## src/rtl/lisa_uart_rx_fifo.sv

```systemverilog
// 8N1 UART receiver with 8x oversampled majority voting and a show-ahead receive FIFO.
// Sticky framing/overrun flags; a single rising-edge clock domain with synchronous reset.
module lisa_uart_rx_fifo #(
    parameter int FIFO_DEPTH  = 4,
    parameter int SYNC_STAGES = 2
) (
    input  logic       clk,
    input  logic       rst,
    input  logic       baud_ref,
    input  logic       rxd,
    input  logic       rd,
    input  logic       clr_err,
    output logic [7:0] d,
    output logic       data_avail,
    output logic       fifo_full,
    output logic       frame_err,
    output logic       overrun
);

    localparam int          AW       = $clog2(FIFO_DEPTH);
    localparam logic [AW:0] FULL_CNT = (AW + 1)'(FIFO_DEPTH);

    typedef enum logic [2:0] {
        S_IDLE,
        S_START,
        S_DATA,
        S_STOP,
        S_BREAK
    } rx_state_t;

    // ------------------------------------------------------------------
    // rxd synchronizer, reset to the idle (mark) level
    // ------------------------------------------------------------------
    logic [SYNC_STAGES-1:0] sync_q;
    logic                   rxs;

    always_ff @(posedge clk) begin
        if (rst) begin
            sync_q <= '1;
        end else begin
            // NOTE: sequential state always uses non-blocking assignment so every
            // stage samples the value from before this edge.
            sync_q[0] <= rxd;
            for (int i = 1; i < SYNC_STAGES; i++) begin
                sync_q[i] <= sync_q[i-1];
            end
        end
    end

    assign rxs = sync_q[SYNC_STAGES-1];

    // ------------------------------------------------------------------
    // Receive FSM
    // ------------------------------------------------------------------
    rx_state_t  state_q, state_d;
    logic [2:0] tcnt_q, tcnt_d;
    logic [2:0] bcnt_q, bcnt_d;
    logic [7:0] shreg_q, shreg_d;
    logic [1:0] samp_q, samp_d;
    logic       vote;
    logic       push;
    logic       frame_set;

    // Majority of the samples at tcnt 3 and 4 plus the live sample at tcnt 5.
    assign vote = (samp_q[0] & samp_q[1]) | (samp_q[0] & rxs) | (samp_q[1] & rxs);

    always_ff @(posedge clk) begin
        if (rst) begin
            state_q <= S_IDLE;
            tcnt_q  <= 3'd0;
            bcnt_q  <= 3'd0;
            shreg_q <= 8'h00;
            samp_q  <= 2'b00;
        end else begin
            state_q <= state_d;
            tcnt_q  <= tcnt_d;
            bcnt_q  <= bcnt_d;
            shreg_q <= shreg_d;
            samp_q  <= samp_d;
        end
    end

    always_comb begin
        // NOTE: every output of this block gets a default first, so no path
        // through the case statement can infer a latch.
        state_d   = state_q;
        tcnt_d    = tcnt_q;
        bcnt_d    = bcnt_q;
        shreg_d   = shreg_q;
        samp_d    = samp_q;
        push      = 1'b0;
        frame_set = 1'b0;

        if (baud_ref) begin
            if (tcnt_q == 3'd3) samp_d[0] = rxs;
            if (tcnt_q == 3'd4) samp_d[1] = rxs;

            case (state_q)
                S_IDLE: begin
                    if (!rxs) begin
                        state_d = S_START;
                        tcnt_d  = 3'd1;
                    end
                end

                S_START: begin
                    tcnt_d = tcnt_q + 3'd1;
                    if (tcnt_q == 3'd5 && vote) begin
                        state_d = S_IDLE;
                        tcnt_d  = 3'd0;
                    end else if (tcnt_q == 3'd7) begin
                        state_d = S_DATA;
                        tcnt_d  = 3'd0;
                        bcnt_d  = 3'd0;
                    end
                end

                S_DATA: begin
                    tcnt_d = tcnt_q + 3'd1;
                    if (tcnt_q == 3'd5) begin
                        shreg_d = {vote, shreg_q[7:1]};
                    end
                    if (tcnt_q == 3'd7) begin
                        if (bcnt_q == 3'd7) begin
                            state_d = S_STOP;
                        end else begin
                            bcnt_d = bcnt_q + 3'd1;
                        end
                    end
                end

                S_STOP: begin
                    tcnt_d = tcnt_q + 3'd1;
                    // Leave half a bit early so a slightly fast sender cannot
                    // have its next start edge missed.
                    if (tcnt_q == 3'd5) begin
                        tcnt_d = 3'd0;
                        if (vote) begin
                            push    = 1'b1;
                            state_d = S_IDLE;
                        end else begin
                            frame_set = 1'b1;
                            state_d   = S_BREAK;
                        end
                    end
                end

                S_BREAK: begin
                    if (rxs) begin
                        state_d = S_IDLE;
                        tcnt_d  = 3'd0;
                    end
                end

                default: begin
                    state_d = S_IDLE;
                    tcnt_d  = 3'd0;
                end
            endcase
        end
    end

    // ------------------------------------------------------------------
    // Receive FIFO
    // ------------------------------------------------------------------
    logic [7:0]    mem [FIFO_DEPTH];
    logic [AW-1:0] wr_ptr;
    logic [AW-1:0] rd_ptr;
    logic [AW:0]   count;
    logic          full;
    logic          do_pop;
    logic          do_push;
    logic          ovr_set;

    assign full    = (count == FULL_CNT);
    assign do_pop  = rd && (count != '0);
    // A pop in the same cycle frees the slot, so a full FIFO still accepts.
    assign do_push = push && (!full || do_pop);
    assign ovr_set = push && full && !do_pop;

    always_ff @(posedge clk) begin
        if (rst) begin
            wr_ptr <= '0;
            rd_ptr <= '0;
            count  <= '0;
        end else begin
            if (do_push) wr_ptr <= wr_ptr + AW'(1);
            if (do_pop)  rd_ptr <= rd_ptr + AW'(1);
            case ({do_push, do_pop})
                2'b10:   count <= count + (AW + 1)'(1);
                2'b01:   count <= count - (AW + 1)'(1);
                default: count <= count;
            endcase
        end
    end

    // NOTE: the storage array is deliberately not reset; the count gates
    // every read, so stale contents are never visible.
    always_ff @(posedge clk) begin
        if (do_push) mem[wr_ptr] <= shreg_q;
    end

    assign data_avail = (count != '0);
    assign fifo_full  = full;
    assign d          = data_avail ? mem[rd_ptr] : 8'h00;

    // ------------------------------------------------------------------
    // Sticky error flags; a set event beats a clear in the same cycle
    // ------------------------------------------------------------------
    always_ff @(posedge clk) begin
        if (rst) begin
            frame_err <= 1'b0;
            overrun   <= 1'b0;
        end else begin
            if (frame_set)    frame_err <= 1'b1;
            else if (clr_err) frame_err <= 1'b0;

            if (ovr_set)      overrun <= 1'b1;
            else if (clr_err) overrun <= 1'b0;
        end
    end

endmodule
```

## config.mk

```make
export PLATFORM = sky130hd
export DESIGN_NAME = lisa_uart_rx_fifo
export DESIGN_NICKNAME = d
export VERILOG_FILES = /design/src/rtl/lisa_uart_rx_fifo.sv
export SDC_FILE = /design/constraint.sdc
export NUM_CORES = 1
export LEC_CHECK = 0
export ABC_AREA = 1
export BUFFER_PORTS_ARGS = -buffer_cell sky130_fd_sc_hd__buf_2
export CORE_ASPECT_RATIO = 1.1
export CORE_MARGIN = 5
export CORE_UTILIZATION = 45
export CTS_CLUSTER_SIZE = 30
export DETAILED_ROUTE_END_ITERATION = 12
export SLEW_MARGIN = 5
export SYNTH_ARGS = -nofsm -noshare
export SYNTH_HDL_FRONTEND = slang
export SYNTH_SLANG_ARGS = --single-unit
```

## constraint.sdc

```tcl
create_clock -name clk -period 3.7 [get_ports clk]
set_input_delay 0.185 -clock clk [delete_from_list [all_inputs] [get_ports clk]]
set_output_delay 0.185 -clock clk [all_outputs]
set_load 0.02 [all_outputs]
```

# == After elaboration in Yosys (flattened, before gate mapping) ==
# Memory sizes are Yosys's and may differ from the RTL's. A register that Yosys moved wholly into a read port is not among the register bits.
# Index checks and enable logic that the tools add are counted.
# op_classes
n_addsub,6
n_eq_ne,21
mux,35
bitwise,5
reduce_logical,20
# ops
cell,count
3-bit two-way mux,15
3-bit case mux with 5 select lines,2
3-bit == test (second input constant),6
2-bit != test (second input constant),8
1-bit two-way mux,13
3-bit case mux with 2 select lines,2
3-bit by 1-bit adder with 3-bit output (second input constant),3
3-bit by 2-bit == test with 1-bit output (second input constant),3
8-bit two-way mux,1
2-bit nonzero test,4
7-bit AND reduction,1
3-bit AND reduction,2
6-bit AND reduction,1
1-bit logical AND,5
2-bit by 1-bit adder with 2-bit output (second input constant),2
2-bit two-way mux,2
2-bit AND reduction,2
1-bit AND,3
3-bit by 1-bit == test with 1-bit output (second input constant),1
3-bit zero test,1
3-bit != test (second input constant),1
3-bit nonzero test,1
3-bit by 1-bit subtractor with 3-bit output (second input constant),1
2-bit by 1-bit == test with 1-bit output (second input constant),1
other kinds (4),6
# totals
ff_bits,30
mem_bits_rw,32
inputBits,6
out_inout_bits,12
wordCells,100
mem_count,1
# mem_list
memory,depth,word_bits,read_ports,rd_clocked_by_memory_dff,wr,line,source
mem,4,8,1,1,1,166,logic [7:0] mem [FIFO_DEPTH];

# == Longest topological paths before layout ==
# Gate-level depths: netlist of the first run.
# depth
depth_word,10
mapped_depth,15
mapped_depth_nobuf,15

# == Worst setup path after synthesis of the first run ==
# Ideal clock, no wire load.
# synth_path
path_kind,reg2reg
from,reg count[0]
to,reg count[2]
arrival_ps,1768
required_time_ps,3585
slack_ps,1817
path_stages_with_launch,12
path_buffers,0
synth_period_minus_slack_ps,1883
path_cell_list,dfxtp_1 nor2_1 nand2_1 nand2_1 inv_1 nand2_1 inv_1 fa_1 inv_1 nand3_1 a21oi_1 nor2_1
# synth_between
elab_chain_len,6
word_cells_on_any_way,12
# synth_rtl
element,line,source
from (decl),169,logic [AW:0] count;
from (signal assigned),190,2'b10: count <= count + (AW + 1)'(1);
from (signal assigned),191,2'b01: count <= count - (AW + 1)'(1);
from (signal assigned),192,default: count <= count;
3-bit nonzero test (*),-,
via data_avail,14,"output logic data_avail,"
1-bit logical AND (*),176,assign do_pop = rd && (count != '0);
1-bit logical OR,178,assign do_push = push && (!full || do_pop);
1-bit logical AND,178,
2-bit by 1-bit == test with 1-bit output or 2-bit == test (tied branches),189,"case ({do_push, do_pop})"
3-bit case mux with 2 select lines or 2-bit nonzero test (tied branches),-,
# Mark *: on every way through the listed nets, which the timed path passes. The rest lies on a longest branch.
# A chain may end at the register's enable or synchronous reset.

==> results of run 1 <==
## cell usage after synthesis
cell and number:
edfxtp_1 32, inv_1 34, nand2_1 41, or2_2 2
clkbuf_1 5, fa_1 1, nor3_1 1, o21ai_0 32
ha_1 11, nor2_1 66, a21oi_1 31, nor2_4 3
buf_4 1, nor2_2 2, nand3_1 16, dfxtp_1 32
o211ai_1 1, nand3_2 1, nand2_2 2, nor3_2 1
inv_2 1, o21ai_2 1, nand4_1 1, buf_2 2
## sequential cells by signal, indices dropped and copies added, names as in the netlist, named ones only
register	count
mem	32
shreg_q	8
bcnt_q	3
count	3
state_q	3
tcnt_q	3
rd_ptr	2
samp_q	2
sync_q	2
wr_ptr	2
frame_err	1
overrun	1
## worst max-delay path by stage
stage          startpoint   endpoint  slack (ps)  cells after the start
3_3_place_gp    tcnt_q[1]  mem[2][6]        1710                      8
6_report             flop       d[3]        1620                      4
2_1_floorplan    count[0]   count[2]        1820                     11
4_1_cts              flop       d[4]        1590                      4
5_1_grt         tcnt_q[1]   count[2]        1420                     14
3_5_place_dp    tcnt_q[1]  mem[2][6]        1650                      8
## layer usage
| metal | vias up | global-route usage [%] | share of wire [%] |
|---|---|---|---|
| met1 | 957 | 16.3 | 41 |
| li1 | 1093 | - | - |
| met4 | 0 | 8.71 | 1.9 |
| met3 | 10 | 2.64 | 3.3 |
| met2 | 34 | 27.5 | 54 |
| met5 | - | 0 | 0 |
## cell type report
class	count	area share, %
sequential	64	50.3
clock buffer	12	4.56
timing repair buffer	17	2.67
tap	80	3.14
inverter	35	4.13
multi-input combinational	213	33.7
clock inverter	4	1.45
## logic make-up after synthesis
logic type / count (synthesis)
compound gates: 65
fa+ha+maj: 12
buf+inv: 43
flops: 64
simple gates: 136
## critical path, stage by stage, from the launching register on
cell and delay, ps:
dfxtp_1 720, inv_2 240, o21ai_0 320, a21oi_1 110
buf_2 170
## stage by stage
step	worst slack, ps	std cells	power, mW	area, sq um
6_report	1620	425	1.62	3180
5_1_grt	1420	425	1.71	3180
4_1_cts	1590	425	1.64	3180
3_5_place_dp	1650	409	1.06	2990
3_3_place_gp	1710	409	1.06	2990
2_1_floorplan	1820	320	0.984	2840
## power by group through the flow
stage | logic (mW) | clock network, mW | registers [mW]
final | 0.259 | 0.573 | 0.786
after global routing | 0.291 | 0.633 | 0.791
after CTS | 0.260 | 0.590 | 0.786
after detailed placement | 0.260 | 0 | 0.802
after global placement | 0.257 | 0 | 0.801
after floorplan | 0.197 | 0 | 0.787
==> summary.md, run 1 <==
| Metric | Value |
|---|---|
| Crit Path Class | flop to output pin |
| DR DRC count | 0 |
| TritonRoute pass-1 iters | 5 |
| Clock share of power | 35.4% |
| Reg2reg setup slack | 1660 ps |
| Largest family of logic cells by synthesized area | simple AND/OR/NAND/NOR gates |
| WP data required | 3510 ps |
| Post-cts sizing count | 0 |
| CTS Buffer Depth | 2 |
| Most frequent cells in the layout | 66 x nor2_1, 41 x nand2_1, 34 x inv_1 |
| Clock sink count | 64 |
| XOR/XNOR Fraction of Synth Area | 0% |
| Hold Slack | 38.9 ps |
| Total grt overflow | 0 |
| Combinational power share | between 15 and 20% |
| Seq. cell area | between 1500 and 2000 sq um |
| N_diodes | 0 |
| Final period util | a little under three fifths |
| Startpoint Class | flop |
| Worst Path Arrival | 1890 ps |
| Top cell type's share of synthesized area | 33.8% |
| Post-synthesis adder-cell area fraction | 5.55% |
| Rows | 30 |
| RSZ-0062 raised after global routing | false |
| Gp weighted congestion | ~0.83 |
| Final Hold Viols | 0 |
| DR vias | 2094 |
| Drt total wl | 5.43 mm |
| CTS tree | built |
| Most common cell after layout, fill and taps aside | nor2_1 |
| Sw Ratio | 28.1% |
| Reg clk slew, reported paths | 60 ps |
| Ranking of synthesized cells by area | edfxtp_1 34%, dfxtp_1 23%, nor2_1 8.7% |
| 1st-iter DRT viols | 90 |
| Vias in the first global route | 2053 |
| Num ports | 18 |
| Max_cap viols | 0 |
| Finish-stage setup viols | 0 |
| Simple-Gate Fraction of Synth Area | 20.6% |
| Hold buffer count at CTS | 0 |
| Hold path startpoint | rxd |
| Footprint of the multi-input gates | 1070 sq um |
| Hold Crit Class | input port to flop |
| Sequential area share after synthesis | 56.3% |
| Cell depth of the worst flop-to-flop path | 8 |
| Worst R2R Start | tcnt_q[1] |
| Internal | 1.16 mW |
| Initial core utilization | 46.2% |
| Mux contribution to synthesized area | 0% |
| Switch Pwr | between 0.4 and 0.5 mW |
| First-pass GRT wire length | between 9 and 10 mm |
| Syn_nets | approximately 340 |
| Routed vias/inst | between 4 and 5 |
| Final HPWL DP | 3.85 mm |
| CTS Buf Count | 9 |
| Area growth, synth to finish | 12.0% |
| Final Max Slew Viols | 0 |
| Cell Pwr Density | 508 nW/um^2 |
| Yosys synthesis warning count | 0 |
| Core ar. | approximately 6200 sq um |
| Rel. slew slack | 53.9% |
| Cell area after synthesis | 2840 sq um |
| Largest net degree at the start of global routing | 21 |
| Mapped Cells | 320 |
| WHS Path Cells | 2 |
| H-tree levels | 3 |
| Die H | 93.4 um |
| Pleak | 1.28 nW |
| Gr usage total | ~15% |
| Nets | 358 |
| Share of layout cells above drive strength 1 | 12.5% |
| Yosys reg bits | 64 |
| Routed Antenna Nets | 0 |
| WHS Endpoint | sync_q[0] |
| Mean Syn Cell Area | 8.88 sq um |
| Buffers inserted by post-CTS timing repair | 0 |
| Post-route core utilization | 51.7% |
| Worst Clk Skew | 7.74 ps |
| Area leader, netlist | edfxtp_1 |
| Max VDD drop | roughly 0.00040 V |
| Full die area | 8010 sq um |
| Number of distinct library cells after synthesis | 24 |
| Root Buffer | clkbuf_8 |
| Fill cells | 595 |
| Initial antenna violation count | 0 |
| Reg2reg end | mem[2][0] |
| Outcome | finished, final reports clean |
| Port Buffers | 17 |
| DR WL/cell | 12.8 um |
| Sequential share of power | between 40% and 50% |
| Period minus WS final | 2080 ps |
| Die W | 85.8 um |
| Worst Tran Pin Value | 689 ps |
| Later-pin clock latency in the skew report | roughly 330 ps |
| Max Fclk | 481 MHz |
| Worst setup EP type | output pin |
| Synth Area in Compound Gates | a little under an eighth |
| Setup TNS | 0 ps |
| Critical Path Fanout Max | 17 |
(Power assumes the default switching activity.)
==> run 2: changes to the inputs <==
==> constraint.sdc (replaced) <==
create_clock -name clk -period 1.87 [get_ports clk]
set_input_delay 0.0935 -clock clk [delete_from_list [all_inputs] [get_ports clk]]
set_output_delay 0.0935 -clock clk [all_outputs]
set_load 0.02 [all_outputs]
==> summary.md, run 2 (synthesized netlist as in run 1, its figures left out) <==
| Metric | Value |
|---|---|
| Outcome | finished, final reports clean |
| Total grt overflow | 0 (unchanged) |
| WHS Path Cells | 4 (+2) |
| DR WL/cell | 11.8 um (-7.8%) |
| 1st-iter DRT viols | 104 (+16%) |
| Most frequent cells in the layout | 64 x nor2_1, 37 x nand2_1, 32 x o21ai_0, 32 x edfxtp_1 |
| Top flop regs | mem x32, shreg_q x8 |
| Root Buffer | clkbuf_8 |
| Later-pin clock latency in the skew report | 340 ps (about the same) |
| Worst setup EP type | flop |
| Critical path's slowest cell | fa_2 |
| Die W | 85.8 um (unchanged) |
| WP data required | 2100 ps (-1410 ps) |
| Cells after DPL | 427 (+4.4%) |
| First-pass GRT wire length | 8.91 mm (-3.1%) |
| Final period util | 95.3% |
| Sw Ratio | 29.1% (+1.1 points) |
| H-tree levels | 3 (unchanged) |
| Worst-path cell chain | inv_2, ha_4, nand2_4, nor2_4, nand2_2, inv_2, nand2_2, nand2_2, inv_2, fa_2, nand4_1, nand3_1, nand2_1, nor2_1 |
| Post-route core utilization | 54.8% (+3.0 points) |
| Cell Pwr Density | 930 nW/um^2 (+83%) |
| Max_cap viols | 0 (unchanged) |
| Critical Path Fanout Max | 2 (-15) |
| Clock sink count | 64 (unchanged) |
| Total power | 3.13 mW (+94%) |
| Hold Crit Class | input port to flop |
| Setup TNS | 0 ps (unchanged) |
| Initial antenna violation count | 0 (unchanged) |
| Worst Clk Skew | 8.41 ps (+0.670 ps) |
| Reg2reg setup slack | 90 ps (-1570 ps) |
| Share of layout cells above drive strength 1 | 21.9% (+9.4 points) |
| CP max stage delay | 360 ps (-360 ps) |
| Crit. Startpoint | tcnt_q[1] |
| Port Buffers | 17 (unchanged) |
| Sequential share of power | 48.9% (+0.3 points) |
| Switch Pwr | 0.913 mW (+100%) |
| Largest net degree at the start of global routing | 18 (-14%) |
| TritonRoute pass-1 iters | 4 (-1) |
| Most common cell after layout, fill and taps aside | nor2_1 |
| Final Hold Viols | 0 (unchanged) |
| Layout Cells excl Fill | 446 (+4.9%) |
| Crit Path Class | flop to flop |
| Internal | 2.22 mW (+91%) |
| Pleak | 1.39 nW (+8.7%) |
| CTS tree | built |
| Reg clk slew, reported paths | 60 ps (about the same) |
| Rows | 30 (unchanged) |
| Register with the most flip-flops | mem |
| Worst R2R Start | tcnt_q[1] |
| Clock share of power | 31.9% (-3.5 points) |
| Worst Tran Pin Value | 363 ps (-326 ps) |
| Nets | 379 (+5.9%) |
| Drt total wl | 5.25 mm (-3.3%) |
| CTS Buf Count | 9 (unchanged) |
| Final Max Slew Viols | 0 (unchanged) |
| Startpoint Class | flop |
| Worst Path Arrival | 2010 ps (+120 ps) |
| CTS Buffer Depth | 2 (unchanged) |
| Period minus WS final | about 1800 ps |
| Gr usage total | 14.4% (-0.69 points) |
| Cell depth of the worst flop-to-flop path | 14 (+6) |
| Routed vias/inst | 4.73 (-4.0%) |
| Vias in the first global route | 2000 (-2.6%) |
| Num ports | 18 (unchanged) |
| Largest register FFs | 32 (unchanged) |
| Initial core utilization | 46.2% (unchanged) |
| Rel. slew slack | 75.8% (+22 points) |
| Max Fclk | 561 MHz |
| Combinational power share | 19.2% (+3.2 points) |
| Routed Antenna Nets | 0 (unchanged) |
| Finish-stage setup viols | 0 (unchanged) |
| Die H | 93.4 um (unchanged) |
| Gp weighted congestion | 0.804 (-3.2%) |
| Final HPWL DP | 3.81 mm (-1.3%) |
| Hold path startpoint | clr_err |
| N_diodes | 0 (unchanged) |
| Hold Slack | 31.0 ps (-7.83 ps) |
| DR vias | 2110 (+0.76%) |
| Max VDD drop | 0.000465 V (+15%) |
| Area growth, synth to finish | 18.6% |
| DR DRC count | 0 (unchanged) |
| Full die area | 8010 sq um (unchanged) |
| Core ar. | 6160 sq um (unchanged) |
[run 2: power groups by stage]
stage / clock network, mW / logic [mW] / registers [mW]
final: 1.00 / 0.602 / 1.53
after global routing: 1.11 / 0.677 / 1.54
after CTS: 1.03 / 0.586 / 1.53
after detailed placement: 0 / 0.581 / 1.56
after global placement: 0 / 0.577 / 1.56
after floorplan: 0 / 0.392 / 1.56
[run 2: worst paths after layout]
check                                  to
worst max register to register   count[2]
worst min-delay path              overrun
worst min register to register  sync_q[1]
worst max-delay path             count[2]
[run 2: worst max-delay path, delay by kind of cell (launching register included)]
family	cells	cell delay (ps)
fa+ha+maj	2	490
simple gates	9	690
buf+inv	3	160
flops	1	320
[run 2: metrics by stage]
step	setup WS (ps)	instance area, sq um
after detailed placement	-14.7	3130
final	87.5	3370
after floorplan	23.0	2850
after global routing	-18.4	3370
after global placement	38.3	3130
after CTS	16.2	3310
[run 2: metal layers]
layer	global-route usage, %	part of all wire [%]
met5	0	0
met4	6.33	2.1
met3	4.58	3.7
met2	23.8	49
met1	17.2	45
[run 2: what timing repair did]
| action | in CTS | in global routing |
|---|---|---|
| pin swaps | 0 | 7 |
| endpoints found under the hold margin | 1 | 0 |
| resized for setup | 1 | 17 |
| buffers inserted | 0 | 2 |
| hold buffers | 1 | 0 |
| endpoints found under the setup margin | 1 | 34 |
[run 2: final cells by class]
| type | instances | area [sq um] |
|---|---|---|
| timing repair buffer | 38 | 245 |
| fill | 570 | 2790 |
| tap | 80 | 100 |
| sequential | 64 | 1600 |
| clock buffer | 12 | 145 |
| clock inverter | 4 | 22.5 |
| multi-input combinational | 213 | 1120 |
| inverter | 35 | 131 |
